## src/rtl/serial_subtractor_pkg.sv

```systemverilog
// Shared types and helpers for the bit-serial subtractor.
// State encodings are fixed; the unused code 2'd3 falls back to S_IDLE.
package serial_subtractor_pkg;

    typedef enum logic [1:0] {
        S_IDLE = 2'd0,
        S_RUN  = 2'd1,
        S_DONE = 2'd2
    } state_t;

    // Bit-position counter width; never narrower than one bit.
    function automatic int cnt_w(input int width);
        int w;
        w = $clog2(width);
        return (w < 1) ? 1 : w;
    endfunction

endpackage

```

## src/rtl/full_subtractor.sv

```systemverilog
// One-bit full subtractor: diff = a - b - bin, with borrow out.
module full_subtractor (
    input  logic a,
    input  logic b,
    input  logic bin,
    output logic diff,
    output logic bout
);

    logic w_axb;

    assign w_axb = a ^ b;
    assign diff  = w_axb ^ bin;
    assign bout  = (~a & b) | (~w_axb & bin);

endmodule

```

## src/rtl/serial_subtractor.sv

```systemverilog
// Bit-serial WIDTH-bit subtractor, LSB first, one bit per clock through a
// single full-subtractor cell with a registered borrow.
module serial_subtractor
    import serial_subtractor_pkg::*;
#(
    parameter int WIDTH = 8
) (
    input  logic             clk,
    input  logic             rst,
    input  logic             start,
    input  logic [WIDTH-1:0] a,
    input  logic [WIDTH-1:0] b,
    input  logic             bin,
    output logic             busy,
    output logic             done,
    output logic [WIDTH-1:0] diff,
    output logic             bout
);

    localparam int             CW       = cnt_w(WIDTH);
    localparam logic [CW-1:0]  CNT_LAST = CW'(WIDTH - 1);

    if (WIDTH < 2 || WIDTH > 32) begin : g_width_chk
        $error("serial_subtractor: WIDTH must be in 2..32");
    end

    state_t           r_state;
    state_t           w_next;
    logic [WIDTH-1:0] r_a_sr;
    logic [WIDTH-1:0] r_b_sr;
    logic [WIDTH-1:0] r_r_sr;
    logic [WIDTH-1:0] r_diff;
    logic             r_borrow;
    logic             r_bout;
    logic [CW-1:0]    r_cnt;

    logic             w_accept;
    logic             w_run;
    logic             w_last;
    logic             w_d;
    logic             w_borrow_nxt;

    assign w_run    = (r_state == S_RUN);
    assign w_accept = start && ((r_state == S_IDLE) || (r_state == S_DONE));
    assign w_last   = w_run && (r_cnt == CNT_LAST);

    full_subtractor u_cell (
        .a    (r_a_sr[0]),
        .b    (r_b_sr[0]),
        .bin  (r_borrow),
        .diff (w_d),
        .bout (w_borrow_nxt)
    );

    always_comb begin
        w_next = S_IDLE;
        case (r_state)
            S_IDLE:  w_next = start ? S_RUN : S_IDLE;
            S_RUN:   w_next = w_last ? S_DONE : S_RUN;
            S_DONE:  w_next = start ? S_RUN : S_IDLE;
            default: w_next = S_IDLE;
        endcase
    end

    always_ff @(posedge clk) begin
        if (rst) begin
            r_state <= S_IDLE;
        end else begin
            r_state <= w_next;
        end
    end

    // Result registers only move on the final bit, so diff/bout stay stable during RUN.
    always_ff @(posedge clk) begin
        if (rst) begin
            r_a_sr   <= '0;
            r_b_sr   <= '0;
            r_r_sr   <= '0;
            r_borrow <= 1'b0;
            r_cnt    <= '0;
            r_diff   <= '0;
            r_bout   <= 1'b0;
        end else if (w_accept) begin
            r_a_sr   <= a;
            r_b_sr   <= b;
            r_borrow <= bin;
            r_cnt    <= '0;
        end else if (w_run) begin
            r_a_sr   <= r_a_sr >> 1;
            r_b_sr   <= r_b_sr >> 1;
            r_r_sr   <= {w_d, r_r_sr[WIDTH-1:1]};
            r_borrow <= w_borrow_nxt;
            r_cnt    <= r_cnt + 1'b1;
            if (w_last) begin
                r_diff <= {w_d, r_r_sr[WIDTH-1:1]};
                r_bout <= w_borrow_nxt;
            end
        end
    end

    assign busy = w_run;
    assign done = (r_state == S_DONE);
    assign diff = r_diff;
    assign bout = r_bout;

endmodule
```

## config.mk

```make
export PLATFORM = sky130hd
export DESIGN_NAME = serial_subtractor
export DESIGN_NICKNAME = d
export VERILOG_FILES = /design/src/rtl/serial_subtractor_pkg.sv /design/src/rtl/full_subtractor.sv /design/src/rtl/serial_subtractor.sv
export SDC_FILE = /design/constraint.sdc
export NUM_CORES = 1
export LEC_CHECK = 0
export BUFFER_PORTS_ARGS = -buffer_cell sky130_fd_sc_hd__buf_2
export CAP_MARGIN = 20
export CORE_UTILIZATION = 53
export DETAILED_ROUTE_END_ITERATION = 8
export GPL_TIMING_DRIVEN = 0
export PLACE_DENSITY = 0.77
export REMOVE_ABC_BUFFERS = 1
export SLEW_MARGIN = 25
export SYNTH_ARGS = -nofsm -noshare
export SYNTH_HDL_FRONTEND = slang
export SYNTH_SLANG_ARGS = --single-unit
```

## constraint.sdc

```tcl
create_clock -name clk -period 1.5 [get_ports clk]
set_input_delay 0.225 -clock clk [delete_from_list [all_inputs] [get_ports clk]]
set_output_delay 0.225 -clock clk [all_outputs]
set_load 0.02 [all_outputs]
```

== After elaboration in Yosys (flattened, before gate mapping) ==
Cells that the tools add are included.
Storage, ports and cells
  logic and storage cells: 38
  output and inout port bits: 11
  flip-flop bits (word level): 39
  bits of input ports: 20
Operators by class
  muxes and demuxes: 9
  reduce and logical (&&, ||, !) cells: 9
  eq/ne operators: 3
  bitwise gates (word level): 8
  add/subtract/negate cells: 1
Operator list (number)
  2-to-1 mux 8 bit: 4
  case mux 2 bit (2 select lines): 1
  OR reduction 2 bit: 2
  adder 3 x 1 -> 3 bit, second input constant: 1
  equality test 3 bit, second input constant: 1
  2-to-1 mux 1 bit: 3
  NOT 1 bit: 3
  AND reduction 3 bit: 1
  AND 1 bit: 2
  equality test 2 x 1 -> 1 bit, second input constant: 1
  equality test 2 bit, second input constant: 1
  logical AND 1 bit: 2
  zero test 2 bit: 1
  2-to-1 mux 2 bit: 1
  AND reduction 2 bit: 1
  nonzero test 2 bit: 1
  XOR 1 bit: 2
  logical OR 1 bit: 1
  OR 1 bit: 1

== Logic depth before layout (Yosys ltp) ==
Gate-level depths: netlist of run 1.
  depth in word-level cells: 6
  mapped depth: 6
  gate-level depth less buffers: 5

== Cells and area by module ==
Synthesis of run 1 repeated with hierarchy kept, for this count alone.
Second synthesis, totals
  cell total of the unflattened synthesis: 181
  area, all modules: 1562.7 um^2
Modules (own cells, without submodules)
  serial_subtractor: cells an instance 177, instances 1, sequential area each 760.7 um^2, area each 1531.5 um^2
  full_subtractor: cells an instance 4, instances 1, sequential area each 0.0 um^2, area each 31.3 um^2

== Worst setup path after synthesis of run 1 ==
No wires, ideal clock.
  kind: register -> register
  start point: register r_cnt[0]
  end point: register r_state[0]
  period minus slack after synthesis: 1219 ps
  buffers on the path: 1
  setup slack: 281 ps
  data arrival time: 1091 ps
  stages on the path, launching flop included: 6
  required time: 1372 ps
  path through: dfxtp_1 > ha_1 > ha_1 > buf_1 > o21a_1 > nor2_1
On the way
  cells in the longest elaborated chain, start to end: 4
Ends and longest elaborated chain
  start: declaration: line serial_subtractor.sv:35  | logic [CW-1:0] r_cnt;
  start signal: assignment: line serial_subtractor.sv:93  | r_cnt <= r_cnt + 1'b1;
  equality test 3 bit: line serial_subtractor.sv:45  | assign w_last = w_run && (r_cnt == CNT_LAST);
  logical AND 1 bit: line serial_subtractor.sv:45
  2-to-1 mux 2 bit: line serial_subtractor.sv:59  | S_RUN: w_next = w_last ? S_DONE : S_RUN;
  case mux 2 bit (2 select lines): line serial_subtractor.sv:57  | case (r_state)
  end signal: assignment: line serial_subtractor.sv:69  | r_state <= w_next;
  end: declaration: line serial_subtractor.sv:27  | state_t r_state;
Every way passes these cells.
A chain may end at the register's enable or synchronous reset.

== Worst setup path after layout of run 1 ==
  start point: register r_state[0]
  end point: output busy
On the way
  cells in the longest elaborated chain, start to end: 1
Ends and longest elaborated chain
  equality test 2 x 1 -> 1 bit: line serial_subtractor.sv:43  | assign w_run = (r_state == S_RUN);
  end: declaration: line serial_subtractor.sv:14  | output logic busy,
Every way passes these cells.

==> impl_results.md, run 1 <==
- Endpoints failing hold: 0
- Net switching power figure: 0.511 mW
- TritonCTS buffer count: 5
- Die outline width: 56.0 µm
- Status: completed
- Area contributors post-synth: dfxtp_1, nand2_1, a21oi_1, nor3_1, a311oi_1
- Number of global-route vias before repair: 1226
- Non-filler cells, final: 233
- Layout Skew: 0.00561 ns
- Fraction of layout cells with a size suffix above 1: 0.252
- Cells along the critical path: nand2b_4 > inv_12 > buf_2
- Synthesized cell area: 1550 µm²
- Nets@finish: 224
- Worst Setup Start Kind: flop
- Cell Count Post-Placement: 221
- CTS tree: built
- Hold Crit Class: input port to flop
- Antenna-violating nets left: 0
- Number of synthesized register bits: 38
- Largest net degree at the start of global routing: 39
- Crit-path max cell delay: 0.45 ns
- Pre-antenna DRT Iters: 4
- Clk slew on worst S/H paths: 0.11 ns
- RD Place Congestion: 0.668
- Switching Share: 0.257
- Worst-path fanout max: 19
- WS Path Type: flop to output port
- Setup ws final: 0.0638 ns
- CTS root buffer: clkbuf_4
- Required @ worst endpoint: 1.27 ns
- Initial antenna violation count: 0
- Layout filler cell count: 252
- Power Density: 1120 nW/µm²
- Cell Rows: 19
- Sequential power share: 0.549
- Leakage Power: 0.690 nW
- Tcrit/Tclk final: 0.957
- Area Growth Syn to Fin: 14.4%
- Most frequent cells in the layout: dfxtp_1, nand2_1, buf_2
- WL per Instance: 13.2 µm
- Antenna cells: 0
- Yosys Warn Count: 0
- Place WS: -0.440 ns
- Clock sink total: 38
- Final Power: 1.99 mW
- Top Ports: 31
- Core area: 2760 µm²
- Clk pwr share: 0.330
- CTS Hold Bufs: 0
- Combinational share of power: 0.122
- Slew Limit Headroom: 0.547
- Starting density of the core: 0.561
- Peak Freq: 0.696 GHz
- CTS Buffer Depth: 2
- Critical path buffer and inverter count: 2
- Worst-Margin Slew: 0.679 ns
- RSZ-0062 raised after global routing: no
- GRT Total Usage: 0.223
- Sequential share of the synthesized area: 0.492
- Max Cap Viol: 0
- Yosys cell types: 28
- Worst-Skew Late Latency: 0.35 ns
- Global-route wire length before repair: 5.43 mm
- Die height: 56.0 µm
- Worst VDD drop: 1070 µV
- Cell-internal power: 1.47 mW
- Reg-to-reg setup timing slack: 0.11 ns
- Leading area contributor after synthesis: dfxtp_1
- Max-slew violation count: 0
- DR vias/cell: 5.60
- Yosys top cell area share: 0.492
- Syn Inst Count: 175
- Setup TNS: 0 ns
- Port Buffers: 30
- Vias: 1305
- Commonest non-fill, non-tap cell in the layout: dfxtp_1
- Cell family with most CP delay: flip-flops
- Drt drc: 0
- Final setup fails: 0
- Area of the die: 3140 µm²
- Syn Area/Cell: 8.84 µm²
- Tmin final: 1.44 ns
- WL final: 3.08 mm
- CP max stage cell: dfxtp_2
- Crit end category: output port
- DRT iter0 DRCs: 17
- Crit path DAT: 1.21 ns
- HPWL after DPL: 1.80 mm
- Remaining global-route overflow: 0
- H-tree depth: 2
-- synthesized netlist by cell type --
cell and n:
buf_4 3, a21oi_1 19, a22oi_1 2, buf_6 3, inv_6 1, inv_1 2, clkbuf_1 2, nand3b_1 1
ha_1 2, dfxtp_1 38, fa_1 1, buf_2 3, nor3_1 14, o21a_1 1, nor2_1 8, buf_8 1
nor3_2 3, mux2i_1 4, buf_1 2, nand2_1 34, o22ai_1 6, a311oi_1 7, nand3_1 11, clkbuf_2 1
a2bb2oi_1 1, nor2b_1 2, xnor2_1 1, nand2b_1 2
-- what timing repair did --
action,CTS,global route
gates cloned,2,0
endpoints found under the setup margin,39,1
endpoints found under the hold margin,0,0
resized for setup,7,1
pin swaps,1,0
buffers inserted,2,0
-- logic make-up after synthesis --
kind of cell    count (synthesis)  synth area share
simple gates                   75             0.223
flops                          38             0.492
xor+xnor                        1           0.00566
fa+ha+maj                       3            0.0291
buf+inv                        18            0.0792
mux                             4            0.0259
compound gates                 36             0.146
-- state kept, by name (all words and copies together), names as in the netlist --
signal and flops:
diff 8, r_a_sr 8, r_b_sr 8, r_r_sr 7
r_cnt 3, r_state 2, bout 1, r_borrow 1
-- cell type report --
| cell class | count | area, µm² | share of cell area |
|---|---|---|---|
| Multi-Input combinational cell | 120 | 693 | 0.392 |
| Timing Repair Buffer | 32 | 165 | 0.0933 |
| Tap cell | 31 | 38.8 | 0.0219 |
| Sequential cell | 38 | 762 | 0.430 |
| Inverter | 3 | 23.8 | 0.0134 |
| Timing Repair inverter | 1 | 8.76 | 0.00495 |
| Clock buffer | 8 | 78.8 | 0.0445 |
-- power groups by stage --
| stage | sequential, mW | combinational [mW] | clock (mW) |
|---|---|---|---|
| 3_3_place_gp | 1.11 | 0.211 | 0 |
| 5_1_grt | 1.10 | 0.273 | 0.710 |
| 3_5_place_dp | 1.11 | 0.222 | 0 |
| 6_report | 1.09 | 0.241 | 0.655 |
| 4_1_cts | 1.09 | 0.240 | 0.665 |
| 2_1_floorplan | 1.10 | 0.148 | 0 |
-- worst reg2reg max path, delay by kind of cell (launching register included) --
kind,cells,cell delay (ns)
AOI/OAI and AO/OA,1,0.06
adders and majority gates,2,0.47
buffers and inverters,1,0.18
DFF,1,0.36
and+or+nand+nor,2,0.18
-- metal layers --
metal	GRT usage	vias up	wire [µm]
li1	-	664	-
met1	0.275	598	1400
met3	0.0767	7	155
met2	0.364	36	1460
met5	0	-	0
met4	0.0732	0	52
-- through the flow --
stage          hold WS, ns  area [µm²]  utilization
3_5_place_dp         0.445        1630        0.592
6_report             0.146        1770        0.642
3_3_place_gp         0.439        1630        0.591
5_1_grt              0.160        1770        0.642
4_1_cts              0.142        1770        0.640
2_1_floorplan        0.294        1440            -
-- path summary, 6_finish.rpt --
path / from / endpoint / cells after the start
min reg2reg: diff[1] / diff[1] / 2
max: r_state[0] / busy / 3
min: bin / r_borrow / 3
max reg2reg: r_cnt[0] / diff[2] / 6
Note: power is estimated with default switching activity, not from simulation.
==> inputs of run 2 (changes only) <==
BUFFER_PORTS_ARGS = not set   (was -buffer_cell sky130_fd_sc_hd__buf_2)
CORE_UTILIZATION = 55   (was 53)
DONT_BUFFER_PORTS = 1   (was not set)
PLACE_DENSITY = 0.7   (was 0.77)
==> impl_results.md, run 2 (synthesized netlist as in run 1, its figures left out) <==
- Cell Rows: 18
- Port Buffers: 0
- DRT iter0 DRCs: 32
- H-tree depth: 2
- WL final: 3.04 mm
- WS Path Type: flop to flop
- Worst-Margin Slew: 0.708 ns
- Die outline width: 55.0 µm
- Layout filler cell count: 228
- Layout Skew: 0.00944 ns
- Nets@finish: 195
- Number of global-route vias before repair: 1074
- Clk slew on worst S/H paths: 0.11 ns
- Crit path DAT: 1.62 ns
- Power Density: 1210 nW/µm²
- TritonCTS buffer count: 5
- Pre-antenna DRT Iters: 5
- Fraction of layout cells with a size suffix above 1: 0.116
- Status: completed
- Starting density of the core: 0.603
- Worst-Skew Late Latency: 0.34 ns
- Endpoints failing hold: 0
- Max-slew violation count: 0
- Slew Limit Headroom: 0.526
- Final setup fails: 0
- Largest net degree at the start of global routing: 39
- Clock sink total: 38
- Top Ports: 31
- Initial antenna violation count: 0
- Leakage Power: 0.555 nW
- WL per Instance: 15.0 µm
- Tcrit/Tclk final: 0.929
- RSZ-0062 raised after global routing: no
- HPWL after DPL: 1.70 mm
- Sequential Area: 762 µm²
- Crit end category: flop
- CTS tree: built
- Non-filler cells, final: 203
- Peak Freq: 0.718 GHz
- Die height: 55.0 µm
- Area Growth Syn to Fin: 5.34%
- Cell Count Post-Placement: 190
- GRT Total Usage: 0.216
- Commonest non-fill, non-tap cell in the layout: dfxtp_1
- Global-route wire length before repair: 4.50 mm
- Remaining global-route overflow: 0
- Worst VDD drop: 966 µV
- Antenna-violating nets left: 0
- Required @ worst endpoint: 1.73 ns
- Tmin final: 1.39 ns
- Reg-to-reg setup timing slack: 0.11 ns
- CTS root buffer: clkbuf_4
- Area taken by multi-input logic gates: 688 µm²
- Setup TNS: 0 ns
- Placed inst area: 1480 µm²
- Worst-path fanout max: 12
- DR vias/cell: 5.99
- Area of the die: 3030 µm²
- Core area: 2570 µm²
- Drt drc: 0
- Hold Crit Class: input port to flop
- CTS Buffer Depth: 2
- Fin area: 1630 µm²
- Antenna cells: 0
- Worst Setup Start Kind: flop
- Max Cap Viol: 0
- Most frequent cells in the layout: dfxtp_1, nand2_1, a21oi_1
- Vias: 1215
- RD Place Congestion: 0.630
-- run 2: through the flow --
stage	util	total power, mW	hold WS, ns	setup slack [ns]
floorplan	-	1.25	0.294	-0.0571
global placement	0.576	1.28	0.298	-0.413
detailed placement	0.577	1.29	0.299	-0.467
CTS	0.628	1.98	0.0424	0.0399
global route	0.635	2.07	0.0201	0.00653
finish	0.635	1.97	0.0528	0.107
-- run 2: cell type report --
| class | instances | share of cell area |
|---|---|---|
| Sequential cell | 38 | 0.467 |
| Multi-Input combinational cell | 120 | 0.422 |
| Clock buffer | 7 | 0.0276 |
| Tap cell | 30 | 0.0230 |
| Timing Repair Buffer | 3 | 0.0215 |
| Clock inverter | 1 | 0.0184 |
| Inverter | 3 | 0.0146 |
| Timing Repair inverter | 1 | 0.00537 |
-- run 2: repair_timing --
item	CTS	global route
pin swaps	1	0
endpoints found under the hold margin	38	0
setup endpoints to repair	39	1
gates resized for setup	7	0
cloned	0	2
buffers inserted	2	0
hold buffers	1	0
-- run 2: path summary, 6_finish.rpt --
path	endpoint	depth (start not counted)	start
max	diff[0]	6	r_cnt[0]
max reg2reg	diff[0]	6	r_cnt[0]
min	r_b_sr[6]	2	b[6]
min reg2reg	r_r_sr[1]	2	r_r_sr[1]
-- run 2: power by group --
part           switching (mW)  leakage (nW)  internal [mW]
Combinational           0.139         0.205         0.0782
Sequential             0.0315         0.310           1.06
Clock                   0.314        0.0395          0.354
Total                   0.485         0.555           1.49
-- run 2: layer usage --
metal	vias up	global-route usage	wire length, µm
met5	-	0	0
met4	0	0.100	48
met3	7	0.0820	167
met2	31	0.361	1500
met1	573	0.240	1320
li1	604	-	-
-- run 2: worst max-delay path: stages, from the launching register on --
cell and delay (ns):
dfxtp_1 0.37, ha_1 0.16, ha_2 0.31, nand3b_1 0.14, buf_4 0.18, nand2_1 0.07
a21oi_1 0.06
